===== src/rtl/half_adder_unit.sv =====
// rtl/half_adder_unit.sv - registered lane-parallel half adder with carry statistics
module half_adder_unit #(
  parameter int WIDTH = 1,
  parameter int CNT_W = 16
) (
  input  logic                         i_clk,
  input  logic                         i_rst,
  input  logic                         i_valid,
  input  logic [WIDTH-1:0]             i_bit1,
  input  logic [WIDTH-1:0]             i_bit2,
  input  logic                         i_clear,
  output logic                         o_valid,
  output logic [WIDTH-1:0]             o_sum,
  output logic [WIDTH-1:0]             o_carry,
  output logic                         o_carry_any,
  output logic [$clog2(WIDTH+1)-1:0]   o_carry_count,
  output logic [CNT_W-1:0]             o_event_count
);

  localparam int CW = $clog2(WIDTH + 1);

  logic [WIDTH-1:0] sum_next;
  logic [WIDTH-1:0] carry_next;
  logic             carry_any_next;
  logic [CW-1:0]    carry_count_next;
  logic             event_hit;
  logic             event_sat;

  // Per-lane sum/carry and the statistics derived from the same new carries
  always_comb begin
    sum_next         = i_bit1 ^ i_bit2;
    carry_next       = i_bit1 & i_bit2;
    carry_any_next   = |carry_next;
    carry_count_next = '0;
    for (int k = 0; k < WIDTH; k++) begin
      carry_count_next = carry_count_next + CW'(carry_next[k]);
    end
  end

  // Event qualification: an accepted cycle with at least one carrying lane,
  // suppressed once the counter has reached its ceiling
  always_comb begin
    event_hit = i_valid && carry_any_next;
    event_sat = &o_event_count;
  end

  // Result registers: load on valid, hold otherwise; o_valid tracks i_valid
  always_ff @(posedge i_clk) begin
    if (i_rst) begin
      o_valid       <= 1'b0;
      o_sum         <= '0;
      o_carry       <= '0;
      o_carry_any   <= 1'b0;
      o_carry_count <= '0;
    end else begin
      o_valid <= i_valid;
      if (i_valid) begin
        o_sum         <= sum_next;
        o_carry       <= carry_next;
        o_carry_any   <= carry_any_next;
        o_carry_count <= carry_count_next;
      end
    end
  end

  // Saturating carry-event counter; clear wins over a same-cycle event
  always_ff @(posedge i_clk) begin
    if (i_rst) begin
      o_event_count <= '0;
    end else if (i_clear) begin
      o_event_count <= '0;
    end else if (event_hit && !event_sat) begin
      o_event_count <= o_event_count + 1'b1;
    end
  end

endmodule


===== config.mk =====
export PLATFORM = sky130hd
export DESIGN_NAME = half_adder_unit
export DESIGN_NICKNAME = d
export VERILOG_FILES = /design/src/rtl/half_adder_unit.sv
export SDC_FILE = /design/constraint.sdc
export NUM_CORES = 1
export LEC_CHECK = 0
export CAP_MARGIN = 20
export CORE_ASPECT_RATIO = 0.8
export CORE_MARGIN = 4
export CORE_UTILIZATION = 49
export CTS_CLUSTER_SIZE = 28
export DETAILED_ROUTE_END_ITERATION = 8
export PLACE_DENSITY = 0.82
export SETUP_SLACK_MARGIN = 0.05
export SYNTH_ARGS = -nofsm -noshare
export SYNTH_HDL_FRONTEND = slang
export SYNTH_SLANG_ARGS = --single-unit

===== constraint.sdc =====
create_clock -name i_clk -period 3 [get_ports i_clk]
set_input_delay 0.6 -clock i_clk [delete_from_list [all_inputs] [get_ports i_clk]]
set_output_delay 0.6 -clock i_clk [all_outputs]
set_load 0.01 [all_outputs]

# ---- Word-level counts from Yosys, hierarchy flattened
# Cells that the tools add are included.
dict set report op_classes {
  n_bitwise 2
  n_reduce_logical 5
  add_sub_neg 1
}
# operator count
set op_table {}
lappend op_table {{$add A16 B1 Y16 const B} 1}
lappend op_table {{$reduce_and A16 Y1} 1}
lappend op_table {{$logic_and A1 B1 Y1} 2}
lappend op_table {{$reduce_or A2 Y1} 1}
lappend op_table {{$and A1 B1 Y1} 1}
lappend op_table {{$logic_not A1 Y1} 1}
lappend op_table {{$xor A1 B1 Y1} 1}
dict set report totals {
  in_bits 6
  out_inout_bits 21
  wordCells 12
  regBits 19
}

# ---- Longest topological paths before layout
# Gate-level depths: netlist of the first run.
dict set report logic_depth {
  ltp_word 3
  depth_mapped 6
}

# ---- Worst setup path after synthesis of the first run
# OpenSTA, ideal clock, no wires.
dict set report synth_timing {
  path_type {register to register}
  startpoint {register o_event_count[0]}
  endpoint {register o_event_count[15]}
  path_stages_with_launch 6
  setup_ns 0.129
  n_path_buf 0
  slack_ns 1.294
  t_arrival_ns 1.577
  period_less_slack_ns 1.706
  cell_sequence {dfxtp_1 ha_1 nand3_1 nor4_2 nor4_1 mux2i_1}
}
dict set report synth_between {
  elab_chain_cells 3
}
# item line
set synth_rtl {}
lappend synth_rtl {{from (decl)} 17} ;# output logic [CNT_W-1:0] o_event_count
lappend synth_rtl {{from (signal assigned)} 73} ;# o_event_count <= o_event_count + 1'b1;
lappend synth_rtl {{parallel branches: the longest is 3 deep, another holds $add A16 B1 Y16} -}
# Parallel ways; which one is timed is not known.
# A chain may end at the register's enable or synchronous reset.

# ---- Final worst setup path of the first run
dict set report layout_timing {
  startpoint {input port i_bit1}
  endpoint {register o_event_count[14]}
}
dict set report layout_between {
  elab_chain_cells 3
}
# item line
set layout_rtl {}
lappend layout_rtl {{from (decl)} 9} ;# input logic [WIDTH-1:0] i_bit1,
lappend layout_rtl {{$and A1 B1 Y1} 32} ;# carry_next = i_bit1 & i_bit2;
lappend layout_rtl {{via carry_any_next} 24} ;# logic carry_any_next;
lappend layout_rtl {{$logic_and A1 B1 Y1} 43} ;# event_hit = i_valid && carry_any_next;
lappend layout_rtl {{$logic_and A1 B1 Y1} 72} ;# end else if (event_hit && !event_sat) begin
# The timed path passes the listed nets, and every way through them passes these cells.

==> run metrics, run 1 <==
status complete, no violations; Final min period 2.201 ns; port bufs 26; CP max-delay cell nor3_1; P&R area growth vs syn 30.54%; crit-path cells clkdlybuf4s50_1, ha_1, nand2_1, nor3_1, a21oi_1, a311oi_1; io pins 27; top sig layer met4; 1st-iter DRT viols 33; Comb pwr share 0.072; share of post-route cells with drive strength above 1 0.05109; clock buffer depth 2; syn_nets 119; CP top delay family simple AND/OR/NAND/NOR gates; CTS resizes 0; # diodes 0; Placed Cells 155; YS warnings 0; wire length on met1 1.199 mm; Clk pwr share 0.323; CP max FO 13; Setup Skew 0.0008811 ns; Root Buffer clkbuf_4; Psw 101.0 uW; Sequential Power Share 0.605; worst endpoint required time 3.23 ns; Slew @ Worst Pin 0.7557 ns; Hold Vio Cnt, Final 0; first-pass GRT wire length 4.043 mm; hold crit path type flip-flop to flip-flop; largest net degree at the start of global routing 14; TritonCTS Buffers 3; asr flop ratio synth 0; Horiz. Die Dim 57.35 um; crit start category primary input; Setup Crit Path Kind primary input to flip-flop; syn_area_per_cell 8.601 um^2; number of max-cap violations 0; final period utilization 0.7338; mapped cell area 954.7 um^2; Skew-Pair Late Insertion Delay 0.31 ns; CTS Sinks 19; number of cell rows 13; Peak supply drop 0.3199 mV; DR vias 977; global-route usage over all layers 0.2008; drt pass-1 iters 5; hold buffer count at cts 0; Worst EP arrival 2.43 ns; postcts setup bufs 0; RSZ-0062 raised after global routing false; final RePlAce weighted congestion 0.7636; pwr/cell area 340.0 mW/mm^2; final net count 146; Most used DFF post-synth dfxtp_1; Sw Ratio 0.2385; core area 0.001724 mm^2; Worst path max stage delay 0.59 ns; initial antenna violation count 0; drt wl/cell 16.14 um; Die Height 47.48 um; WL met3 101 um; synthesis-stage register bit count 19; Setup TNS 0 ns; GRT overflow 0; final instance area 0.001246 mm^2; Post-Layout Cell Count 159; number of synthesized flops with an enable pin 0; vias in the first global route 887; Filler Cell Count 152; leakage 0.0003934 uW; Setup violations, final 0; Pint 322.6 uW; drt drc 0; die area 0.002723 mm^2; Slew headroom 0.4920; drt total wl 2.567 mm; Final Max Tran Viols 0; Cell variety after synth 30; fmax 454.2 MHz; Crit. End Element flip-flop; area of placed instances 0.001220 mm^2; Gate Count Post-Synth 111; detailed placer's ending HPWL 1.908 mm; Bufs and invs on worst path 1; initial core utilization 0.5537; CTS tree done; wire length on met2 1.227 mm; CTS H-tree depth 1; post-route ant nets 0; Seq/Total Area, Yosys 0.3984; drt via density 6.145; CTS clk-pin slew, worst paths 0.11 ns
[synthesized netlist by cell type, types with 4 or more instances]
cell     instances  share of area
a21oi_1         10          0.052
a31oi_1          4          0.026
and3_1           4          0.026
dfxtp_1         19           0.40
nand2_1          9          0.035
nand3_1          6          0.031
nor2_1           4          0.016
nor3_1           6          0.031
o21ai_0          5          0.026
o31ai_1          5          0.039
or3_1            4          0.026
or4_1            4          0.031
[registers in the layout, indices dropped and copies added, names as in the netlist]
register       count
o_carry_count      1
o_event_count     16
o_sum              1
o_valid            1
[cells in the final DEF, fill, tap and decap left out, drive strengths merged, types with 4 or more instances in the layout]
cell type / instances
and3: 4
a31oi: 4
nand3: 6
or3: 4
nand2: 9
nor3: 6
nor2: 4
or4: 4
clkdlybuf4s50: 26
clkbuf: 4
a21oi: 10
nand4: 4
o21ai: 5
dfxtp: 19
nor4: 4
o31ai: 5
[logic make-up after synthesis]
logic type      share of synthesized area
compound gates                     0.1861
flops                              0.3984
buf+inv                           0.03537
mux                               0.02097
fa+ha+maj                         0.02621
simple gates                       0.3329
[worst register-to-register path: stages, from the launching register on]
cell and delay, ns:
dfxtp_1 0.44, ha_1 0.20, nand3_1 0.22, nor4_2 0.74, nor4_1 0.17, mux2i_1 0.15
[per-stage QoR]
stage	hold WS (ns)	total power [uW]	utilization	setup WS, ns
detailed placement	0.5019	292.3	0.7075	0.4934
global route	0.5498	439.0	0.7228	0.5582
CTS	0.5187	422.9	0.7228	0.8309
global placement	0.4767	291.0	0.7075	0.6448
finish	0.5196	423.7	0.7228	0.7986
floorplan	0.5095	275.0	-	1.294
[cell type report]
cell class | instances | area [um^2] | area share
repair buffers | 26 | 260.3 | 0.2088
clock buffers | 4 | 26.28 | 0.02108
flip-flops and latches | 19 | 380.4 | 0.3052
well taps | 22 | 27.53 | 0.02209
inverters | 3 | 11.26 | 0.009036
multi-input cells | 85 | 540.5 | 0.4337
[metal layers]
layer | global-route usage | vias to the layer above
met2 | 0.3649 | 27
li1 | - | 480
met5 | 0 | -
met4 | 0.05556 | 0
met1 | 0.2357 | 465
met3 | 0.06199 | 5
[path summary, 6_finish.rpt]
path | cells past startpoint | end | slack (ns) | startpoint
min | 2 | o_event_count[3] | 0.52 | o_event_count[3]
max | 6 | o_event_count[14] | 0.80 | i_bit1
min reg2reg | 2 | o_event_count[3] | 0.52 | o_event_count[3]
max reg2reg | 5 | o_event_count[15] | 0.97 | o_event_count[0]
[power by group through the flow]
stage                     combinational (uW)  clock, uW  sequential, uW
after detailed placement                30.2          0             262
after CTS                               30.4        136             256
after global placement                  29.1          0             262
after global routing                    32.6        150             257
after floorplan                         11.8          0             263
final                                   30.4        137             256
(Power assumes the default switching activity.)
==> inputs of run 2 (changes only) <==
- CORE_UTILIZATION: 49 -> 41
- PLACE_DENSITY: 0.82 -> 0.73
- clock period: 3 -> 1.8 ns (I/O delays scaled with it)
==> run metrics, run 2 (synthesis gave the netlist of run 1 again) <==
share of post-route cells with drive strength above 1 0.2258; Skew-Pair Late Insertion Delay 0.30 ns; Final Max Tran Viols 0; Setup Skew 0.008956 ns; Worst path max stage delay 0.46 ns; TritonCTS Buffers 3; final RePlAce weighted congestion 0.8882; hold crit path type flip-flop to flip-flop; fmax 593.4 MHz; detailed placer's ending HPWL 1.949 mm; largest reg by FF count o_event_count; Slew headroom 0.7418; Die Height 51.16 um; drt pass-1 iters 4; final instance area 0.001413 mm^2; CTS clk-pin slew, worst paths 0.12 ns; P&R area growth vs syn 47.97%; final net count 164; Setup TNS 0 ns; crit start category primary input; CP max FO 7; global-route usage over all layers 0.1827; number of max-cap violations 0; most common cell after layout, fill and taps aside clkdlybuf4s50_1; CP max-delay cell clkdlybuf4s50_1; clock buffer depth 2; setup ws final 0.1147 ns; CTS tree done; die area 0.003169 mm^2; worst endpoint required time 2.04 ns; GRT overflow 0; WL met3 142 um; number of cell rows 15; Setup violations, final 0; first-pass GRT wire length 4.367 mm; final period utilization 0.9363; Setup Crit Path Kind primary input to flip-flop; CTS resizes 2; postcts setup bufs 0; drt total wl 2.539 mm; Setup WS pre-CTS -0.2780 ns; Peak supply drop 0.4718 mV; Post-Layout Cell Count 180; wire length on met2 1.174 mm; post-route ant nets 0; drt drc 0; initial antenna violation count 0; leakage 0.0005445 uW; drt wl/cell 14.11 um; Final min period 1.685 ns; Slew @ Worst Pin 0.3840 ns; 1st-iter DRT viols 21; port bufs 26; largest net degree at the start of global routing 12; top sig layer met4; # diodes 0; Root Buffer clkbuf_4; pwr/cell area 498.3 mW/mm^2; drt via density 5.772; crit-path cells clkdlybuf4s50_1, ha_1, and3_1, nand3_2, or4_1, a21oi_1; max FFs per register 16; Hold Vio Cnt, Final 0; initial core utilization 0.4385; Filler Cell Count 192; Horiz. Die Dim 61.95 um; DR vias 1039; CTS H-tree depth 1; Placed Cells 176; hold buffer count at cts 0; most frequent cells in the layout 23 x clkdlybuf4s50_1, 18 x buf_4, 12 x dfxtp_1; status complete, no violations; Crit. End Element flip-flop; RSZ-0062 raised after global routing true; Util after Layout 0.6489; core area 0.002177 mm^2; CTS Sinks 19; vias in the first global route 1000; area of placed instances 0.001359 mm^2; Worst EP arrival 1.92 ns; wire length on met1 1.195 mm; io pins 27
## run 2: changes by cell type in the layout (fill, tap and decap cells not counted), sizes merged
cell / previous run / this run
buf: 0 / 18
clkbuf: 4 / 3
clkdlybuf4s50: 26 / 23
clkinv: 0 / 1
dlymetal6s2s: 0 / 3
## run 2: layer usage
layer	vias up	GRT usage
met5	-	0
met4	0	0.04240
met3	4	0.05556
met2	26	0.2862
met1	494	0.2420
li1	515	-
## run 2: power by group
group / switching (uW) / internal, uW / leakage [uW] / total, uW
combinational: 24.2 / 31.8 / 0.000370 / 56.0
sequential: 1.94 / 424 / 0.000157 / 426
clock: 139 / 82.8 / 0.0000177 / 222
total: 165 / 539 / 0.000544 / 704
## run 2: path summary, 6_finish.rpt
kind	start	endpoint	slack [ns]	depth (start not counted)
worst min-delay path	o_sum	o_sum	0.51	2
worst min register to register	o_sum	o_sum	0.51	2
worst max register to register	o_event_count[0]	o_event_count[13]	0.17	6
worst max-delay path	i_bit1	o_event_count[9]	0.11	6
## run 2: through the flow
stage               total power (uW)  hold WS (ns)
floorplan                      458.4        0.4291
global placement               491.8        0.4767
detailed placement             492.5        0.4897
CTS                            715.2        0.5104
global route                   739.2        0.5295
finish                         703.9        0.5067
## run 2: area by class of cell
type	count	area (um^2)	share of cell area
inverters	3	11.26	0.007972
flip-flops and latches	19	389.1	0.2755
multi-input cells	85	550.5	0.3897
repair buffers	44	402.9	0.2852
well taps	25	31.28	0.02214
clock buffers	3	22.52	0.01594
clock inverters	1	5.005	0.003543
## run 2: critical path, delay by kind of cell
kind | cells | cell delay [ns]
compound gates | 1 | 0.16
fa+ha+maj | 1 | 0.16
simple gates | 3 | 0.77
buf+inv | 1 | 0.46
==> inputs of run 3 (changes only) <==
- CAP_MARGIN: 20 -> 0
- MAX_ROUTING_LAYER: not set -> met4
==> results of run 3 <==
Final layout, timing and power as in run 2 (identical DEF).
Among the figures that moved: final weighted congestion in routability-driven placement 0.8882 -> 0.9032; overall routing resource usage 0.1827 -> 0.1874
